$ cat config.mk
export PLATFORM = sky130hd
export DESIGN_NAME = window_burst_gen_flat
export DESIGN_NICKNAME = d
export VERILOG_FILES = /design/src/rtl/window_burst_gen_if.sv /design/src/rtl/window_burst_gen.sv /design/src/flat_wrapper.sv
export SDC_FILE = /design/constraint.sdc
export NUM_CORES = 1
export LEC_CHECK = 0
export CAP_MARGIN = 20
export CORE_ASPECT_RATIO = 1.2
export CORE_MARGIN = 3
export CORE_UTILIZATION = 52
export DETAILED_ROUTE_END_ITERATION = 6
export GPL_TIMING_DRIVEN = 0
export PLACE_DENSITY = 0.77
export RECOVER_POWER = 25
export SETUP_SLACK_MARGIN = 0.1
export SYNTH_ARGS = -nofsm -noshare
export SYNTH_HDL_FRONTEND = slang
export SYNTH_SLANG_ARGS = --single-unit
$ cat constraint.sdc
create_clock -name clk -period 3.1 [get_ports clk]
set_input_delay 0.465 -clock clk [delete_from_list [all_inputs] [get_ports clk]]
set_output_delay 0.465 -clock clk [all_outputs]
set_load 0.01 [all_outputs]
$ cat src/rtl/window_burst_gen_if.sv
// Handshake/config bundle between a frame requester and window_burst_gen.
interface window_burst_gen_if #(
  parameter int CNT_W = 8
) ();
  logic             start;
  logic [CNT_W-1:0] win_len;
  logic [CNT_W-1:0] burst_off;
  logic [CNT_W-1:0] burst_len;
  logic             busy;
  logic             win;
  logic             done;
  logic             burst;
  logic             err;

  modport master (
    output start, win_len, burst_off, burst_len,
    input  busy, win, done, burst, err
  );

  modport slave (
    input  start, win_len, burst_off, burst_len,
    output busy, win, done, burst, err
  );
endinterface

$ cat src/rtl/window_burst_gen.sv
// Window/done/burst frame generator: latches a config on start, validates it,
// then plays one frame of win_len window cycles plus a done cycle, with a
// burst strobe placed by burst_off/burst_len inside that span.
module window_burst_gen #(
  parameter int CNT_W = 8
) (
  input logic               clk,
  input logic               rst,
  window_burst_gen_if.slave bus
);

  typedef enum logic [1:0] {IDLE, RUN, FIN} state_t;

  state_t           state;
  logic [CNT_W-1:0] cnt;
  logic [CNT_W-1:0] wl_sh;
  logic [CNT_W-1:0] off_sh;
  logic [CNT_W-1:0] len_sh;

  logic [CNT_W:0]   req_sum;
  logic [CNT_W:0]   req_lim;
  logic             req_ok;
  logic [CNT_W-1:0] cnt_next;
  logic [CNT_W:0]   burst_end;
  logic             burst_run;
  logic             burst_first;
  logic             last_win;

  // Request validation and next-cycle burst decode, all feeding registers.
  always_comb begin
    req_sum     = {1'b0, bus.burst_off} + {1'b0, bus.burst_len};
    req_lim     = {1'b0, bus.win_len} + (CNT_W+1)'(1);
    req_ok      = (bus.win_len != '0) && (bus.burst_len != '0) && (req_sum <= req_lim);
    burst_first = (bus.burst_off == '0);
    cnt_next    = cnt + CNT_W'(1);
    burst_end   = {1'b0, off_sh} + {1'b0, len_sh};
    burst_run   = ({1'b0, cnt_next} >= {1'b0, off_sh}) && ({1'b0, cnt_next} < burst_end);
    last_win    = (cnt == wl_sh - CNT_W'(1));
  end

  // Frame sequencer with registered outputs. FIN shares IDLE's start
  // handling so a request on the done cycle launches the next frame with
  // no idle gap.
  always_ff @(posedge clk) begin
    if (rst) begin
      state     <= IDLE;
      cnt       <= '0;
      wl_sh     <= '0;
      off_sh    <= '0;
      len_sh    <= '0;
      bus.busy  <= 1'b0;
      bus.win   <= 1'b0;
      bus.done  <= 1'b0;
      bus.burst <= 1'b0;
      bus.err   <= 1'b0;
    end else begin
      bus.err <= 1'b0;
      unique case (state)
        IDLE, FIN: begin
          state     <= IDLE;
          cnt       <= '0;
          bus.busy  <= 1'b0;
          bus.win   <= 1'b0;
          bus.done  <= 1'b0;
          bus.burst <= 1'b0;
          if (bus.start) begin
            if (req_ok) begin
              wl_sh     <= bus.win_len;
              off_sh    <= bus.burst_off;
              len_sh    <= bus.burst_len;
              state     <= RUN;
              bus.busy  <= 1'b1;
              bus.win   <= 1'b1;
              bus.burst <= burst_first;
            end else begin
              bus.err <= 1'b1;
            end
          end
        end
        RUN: begin
          cnt       <= cnt_next;
          bus.burst <= burst_run;
          if (last_win) begin
            state    <= FIN;
            bus.win  <= 1'b0;
            bus.done <= 1'b1;
          end
        end
        default: begin
          state     <= IDLE;
          cnt       <= '0;
          bus.busy  <= 1'b0;
          bus.win   <= 1'b0;
          bus.done  <= 1'b0;
          bus.burst <= 1'b0;
        end
      endcase
    end
  end

endmodule

$ cat src/flat_wrapper.sv
// flat-port wrapper written by rule: the top's interface ports become plain ports
module window_burst_gen_flat 
#(
  parameter int CNT_W = 8
)
  (clk, rst, bus_start, bus_win_len, bus_burst_off, bus_burst_len, bus_busy, bus_win, bus_done, bus_burst, bus_err);
  window_burst_gen_if #(.CNT_W(CNT_W)) bus_i ();
  input logic clk;
  input logic rst;
  input wire logic [$bits(bus_i.start)-1:0] bus_start;
  input wire logic [$bits(bus_i.win_len)-1:0] bus_win_len;
  input wire logic [$bits(bus_i.burst_off)-1:0] bus_burst_off;
  input wire logic [$bits(bus_i.burst_len)-1:0] bus_burst_len;
  output wire logic [$bits(bus_i.busy)-1:0] bus_busy;
  output wire logic [$bits(bus_i.win)-1:0] bus_win;
  output wire logic [$bits(bus_i.done)-1:0] bus_done;
  output wire logic [$bits(bus_i.burst)-1:0] bus_burst;
  output wire logic [$bits(bus_i.err)-1:0] bus_err;
  assign bus_i.start = bus_start;
  assign bus_i.win_len = bus_win_len;
  assign bus_i.burst_off = bus_burst_off;
  assign bus_i.burst_len = bus_burst_len;
  assign bus_busy = bus_i.busy;
  assign bus_win = bus_i.win;
  assign bus_done = bus_i.done;
  assign bus_burst = bus_i.burst;
  assign bus_err = bus_i.err;
  window_burst_gen #(.CNT_W(CNT_W)) u_core (.clk(clk), .rst(rst), .bus(bus_i));
endmodule
Word-level counts from Yosys, hierarchy flattened. Cells that the tools add are included.

Register bits: 39. Input bits: 27. Output and inout port bits: 5.

Add/subtract/negate cells: 5. Order comparisons: 3. Equal/unequal tests: 4. Mux-type cells: 13. Bitwise gates (word level): 3. Reductions and logical operators: 11.

Operators with widths (count): adder 8 x 8 -> 9 bit (2); nonzero test 8 bit (2); adder 8 x 1 -> 9 bit, second input constant (1); less-or-equal comparator 9 bit (1); less-than comparator 8 x 9 -> 1 bit (1); adder 8 x 1 -> 8 bit, second input constant (1); == test 8 bit (1); greater-or-equal comparator 8 bit (1); logical NOT 8 bit (1); subtractor 8 x 1 -> 8 bit, second input constant (1); 2-to-1 mux 1 bit (7); case mux 1 bit (2 select lines) (3); 2-to-1 mux 2 bit (2); case mux 2 bit (2 select lines) (1); OR reduction 2 bit (2); logical AND 1 bit (3); inverter 1 bit (3); AND reduction 3 bit (1); OR reduction 3 bit (1); == test 2 x 1 -> 1 bit, second input constant (1); == test 2 bit, second input constant (1); logical NOT 2 bit (1); != test 2 x 1 -> 1 bit, second input constant (1).

Logic depth before layout (Yosys ltp).
Depth after elaboration: 6. Gate-level depth with buffers: 15. Gate-level depth less buffers: 14.

Worst setup path after synthesis. No wires, ideal clock.

Path type: input to register. From: input bus_burst_len[0]. To: register u_core.len_sh[0]. Setup time: 72 ps. Arrival: 3139 ps. Path slack: -111 ps. Stages: 15. Buffers on the path: 1. Cells stage by stage: ha_1 inv_1 fa_1 nor2b_1 o21ai_0 a21boi_0 o31ai_1 a21boi_0 ha_1 nand4_1 o32a_1 o21a_1 nor2_4 buf_6 mux2i_1.

Longest elaborated chain between the ends: 4. Elaborated cells on any way between the ends: 6. Those cells by class: add/sub (1); order compare (1); reduce/logical (4).

RTL lines: from (decl) (RTL line flat_wrapper.sv:13) `input wire logic [$bits(bus_i.burst_len)-1:0] bus_burst_len;`; adder 8 x 8 -> 9 bit or nonzero test 8 bit (tied branches) (RTL line window_burst_gen.sv:31, window_burst_gen.sv:33); less-or-equal comparator 9 bit or logical AND 1 bit (tied branches) (RTL line window_burst_gen.sv:33) `req_ok = (bus.win_len != '0) && (bus.burst_len != '0) && (req_sum <= req_lim);`; logical AND 1 bit (RTL line window_burst_gen.sv:33); AND reduction 3 bit (no line); to (signal assigned) (RTL line window_burst_gen.sv:70) `len_sh <= bus.burst_len;`; to (decl) (RTL line window_burst_gen.sv:18) `logic [CNT_W-1:0] len_sh;`.

Several ways; a longest one is shown, not always the timed one. A chain may end at the register's enable or synchronous reset.

Worst setup path after layout.
From: input bus_burst_off[0]. To: register u_core.wl_sh[5].

Longest elaborated chain between the ends: 4.

RTL lines: from (decl) (RTL line flat_wrapper.sv:12) `input wire logic [$bits(bus_i.burst_off)-1:0] bus_burst_off;`; adder 8 x 8 -> 9 bit (RTL line window_burst_gen.sv:31) `req_sum = {1'b0, bus.burst_off} + {1'b0, bus.burst_len};`; less-or-equal comparator 9 bit (RTL line window_burst_gen.sv:33); logical AND 1 bit (RTL line window_burst_gen.sv:33); AND reduction 3 bit (no line); to (signal assigned) (RTL line window_burst_gen.sv:68) `wl_sh <= bus.win_len;`; to (decl) (RTL line window_burst_gen.sv:16) `logic [CNT_W-1:0] wl_sh;`.

No other way between the ends.

==> metrics.cfg <==
[global_routing]
grt.met3_usage_pct = 2.724
grt_start_max_net_pins = 13
grtUsageMet2_pct = 45.79
grt_usage_pct = 25.23
gr-usage-met1_pct = 27.47
antenna_found_initial = 0
global_route_wire_length_before_repair_um = 14520
overflow = 0
grt_pass1_vias = 3148
top_usage_layer = met2

[min_path]
hold_path_startpoint = bus_burst_len[0]
hold_path_class = in -> reg

[clock_network]
clock_tree_from_tritoncts = built
clock_path_buffers = 2
cts.htree.levels = 2
clkSlewWorstSetupHoldPaths_ns = 0.08
insertion_delay_ns = 0.29
clock-root-buffer = sky130_fd_sc_hd__clkbuf_8
cts_inserted_buffers = 5
tritoncts_num_sinks = 38

[finish]
reg_area_sq_um = 760.7
drive_above_1_share_pct = 18.88
finish.net_count = 501
nFillCells = 466
diodes = 0
area_delta_synth_final_pct = 28.82
multi_input_comb_area_sq_mm = 0.002550
final_util_pct = 71.43

[die]
dieArea_sq_mm = 0.007232
fp.coreArea_sq_mm = 0.005856
top_level_ports = 32
initial_core_util_pct = 55.45
width_of_the_chip_um = 78.14
floorplan.die.height_um = 92.56
core.rowCount = 30

[timing]
time_the_worst_path_needs_with_i_o_delays_and_setup_ns = 3.163
final-max-slew-violation-count = 0
worst-slew-pin-transition_ns = 0.7209
minimum_setup_slack_in_the_final_design_ns = -0.06334
final-setup-viol-count = 1
max_transition_margin_pct = 51.94
grt_setup_unrepaired = yes
final.setup_skew_ns = 0.003784
setup_total_negative_slack_ns = -0.06334
max_clock_freq_mhz = 316.1
finalCritPeriodShare_pct = 102.0
hold_viol_final = 0

[synthesis]
synth.lib_cells_used.distinct = 56
synth.largest_area_cell = sky130_fd_sc_hd__dfxtp_1
ys_seq_elements = 38
area_fraction_in_and_or_nand_and_nor_cells_after_synthesis_pct = 21.31
post_synth.cell_area_avg_sq_um = 8.728
fraction_of_synthesized_area_in_multiplexers_pct = 4.316
synth-compound-area-share_pct = 18.46
synthCells = 372
synth_top_cell_area_share_pct = 23.43
synthTopCellsByCount = sky130_fd_sc_hd__ha_1, sky130_fd_sc_hd__dfxtp_1, sky130_fd_sc_hd__nand2b_1, sky130_fd_sc_hd__inv_1, sky130_fd_sc_hd__nor2_1
ys_warn_count = 0
synth_xor_xnor_area_share_pct = 8.632
synth_fp_nets = 445
syn-cell-area_sq_mm = 0.003247
top_cells_by_area_in_the_synthesized_netlist = sky130_fd_sc_hd__dfxtp_1, sky130_fd_sc_hd__ha_1, sky130_fd_sc_hd__nand2b_1
yosysSeqAreaShare_pct = 23.43
postSynth.asyncResetShare_pct = 0
dominant_cell_by_count_in_the_synthesized_netlist = sky130_fd_sc_hd__ha_1
main_combinational_cell_family_by_area_after_synthesis = simple AND/OR/NAND/NOR gates
yosys.area_share.adder_pct = 18.19
synth_enable_flop_cells = 0
dominantRegCellSynth = sky130_fd_sc_hd__dfxtp_1

[critical_path]
crit_arrival_ns = 3.37
timing.critical_path.from = bus_burst_off[0]
worstPathRequired_ns = 3.31
reg2reg_from = u_core.off_sh[0]
maximum_fanout_along_the_worst_path = 5
worst_setup_path_start_kind = input pin
worst-setup-path-type = in -> reg
endpoint_kind = flip-flop

[placed_design]
port_buffers = 31
detailed_place_hpwl_um = 6125
globalplace.congestion = 0.8158
place_worst_setup_slack_ns = -0.9437

[route]
drc = 0
dr.first_iter.drc_count = 117
vias = 3035
drtAntennaViolNets = 0
detail_route.first_pass.iterations = 4
routed_wirelength_um = 8783
detail_route.wl_per_cell_um = 17.26
vias_per_cell = 5.963

[run_status]
violations = setup timing
run_status = complete, but fails checks

[flow_run]
max_cap_violations = 0

[pwr]
leakage_power_nw = 1.769
cellPowerDensity_mw_per_mm2 = 434.4
power.ir.vdd_worst_v = 0.0002110

[placed cells by master (no fill, tap or decap), drive strengths merged, types with 3 or more instances in the layout]
cell / synthesis / routed
a211oi: 5 / 5
a21boi: 3 / 3
a21o: 3 / 3
a21oi: 13 / 13
a311o: 11 / 11
and3: 4 / 4
buf: 5 / 26
clkbuf: 10 / 18
clkdlybuf4s50: 0 / 15
dfxtp: 38 / 38
dlygate4sd2: 0 / 5
dlygate4sd3: 0 / 4
ha: 44 / 44
inv: 29 / 29
mux2i: 14 / 14
nand2: 9 / 9
nand2b: 33 / 33
nand3: 11 / 11
nand3b: 3 / 3
nand4: 3 / 3
nor2: 25 / 25
nor2b: 9 / 9
nor3: 5 / 5
nor4: 4 / 4
o21a: 5 / 5
o21ai: 16 / 16
o41ai: 11 / 11
or4: 3 / 3
xnor2: 17 / 17
xor2: 15 / 15
[per-layer routing]
layer  share of wire, %  vias up
li1                   -     1455
met1                 39     1433
met2                 50      111
met3                4.9       36
met4                6.2        0
met5                  0        -
[cell families after synthesis]
family / after synthesis
and+or+nand+nor: 117
AOI/OAI and AO/OA: 81
adders and majority gates: 46
buffers and inverters: 44
DFF: 38
xor gates and xnor gates: 32
muxes: 14
[layout make-up]
| type | instances | area share, % |
|---|---|---|
| Tap cell | 80 | 2.393 |
| Multi-Input combinational cell | 290 | 60.96 |
| Clock buffer | 6 | 1.974 |
| Buffer | 15 | 2.273 |
| Clock inverter | 2 | 0.2991 |
| Timing Repair Buffer | 49 | 11.31 |
| Sequential cell | 38 | 18.19 |
| Inverter | 29 | 2.602 |
[state kept, by name (all words and copies together) (netlist names)]
register          cells
u_core.cnt            8
u_core.bus.busy       1
u_core.off_sh         8
u_core.bus.done       1
u_core.state          2
u_core.bus.err        1
u_core.len_sh         8
u_core.wl_sh          8
u_core.bus.burst      1
[per-stage QoR]
stage | power [mW] | cells | hold WS [ns] | instance area [sq um]
finish | 1.817 | 509 | 0.4394 | 4183
global route | 1.933 | 509 | 0.4540 | 4183
CTS | 1.763 | 508 | 0.4364 | 4108
detailed placement | 1.248 | 483 | 0.4371 | 3660
global placement | 1.228 | 483 | 0.4351 | 3660
floorplan | 1.066 | 372 | 0.4530 | 3249
[repair_timing]
| item | 4_1_cts | 5_1_grt |
|---|---|---|
| setup buffers | 14 | 1 |
| gates cloned | 3 | 0 |
| pin swaps | 13 | 10 |
| gates resized for setup | 76 | 12 |
| hold buffers | 0 | 0 |
| endpoints found under the setup margin | 28 | 28 |
[final timing paths]
kind                       to  slack (ns)  depth (start not counted)
min          u_core.len_sh[0]        0.44                          3
max           u_core.wl_sh[5]       -0.06                         17
min reg2reg   u_core.bus.done        0.44                          2
max reg2reg  u_core.bus.burst        0.27                         14
[where the power goes]
part	switching [mW]	internal [mW]	leakage, nW
Clock	0.184	0.179	0.0472
Sequential	0.0507	0.539	0.310
Combinational	0.433	0.432	1.41
Total	0.667	1.15	1.77
[worst max-delay path, stage by stage]
cell                       delay (ns)
sky130_fd_sc_hd__buf_8           0.08
sky130_fd_sc_hd__ha_4            0.13
sky130_fd_sc_hd__inv_2           0.05
sky130_fd_sc_hd__fa_2            0.37
sky130_fd_sc_hd__nor2b_2         0.13
sky130_fd_sc_hd__o21ai_2         0.08
sky130_fd_sc_hd__a21boi_2        0.22
sky130_fd_sc_hd__o31ai_4         0.10
sky130_fd_sc_hd__a21oi_2         0.26
sky130_fd_sc_hd__ha_4            0.26
sky130_fd_sc_hd__a211oi_2        0.22
sky130_fd_sc_hd__o21ai_1         0.13
sky130_fd_sc_hd__o21a_2          0.28
sky130_fd_sc_hd__nor2_4          0.12
sky130_fd_sc_hd__buf_6           0.13
sky130_fd_sc_hd__buf_16          0.12
sky130_fd_sc_hd__mux2i_1         0.23
(Power assumes the default switching activity.)
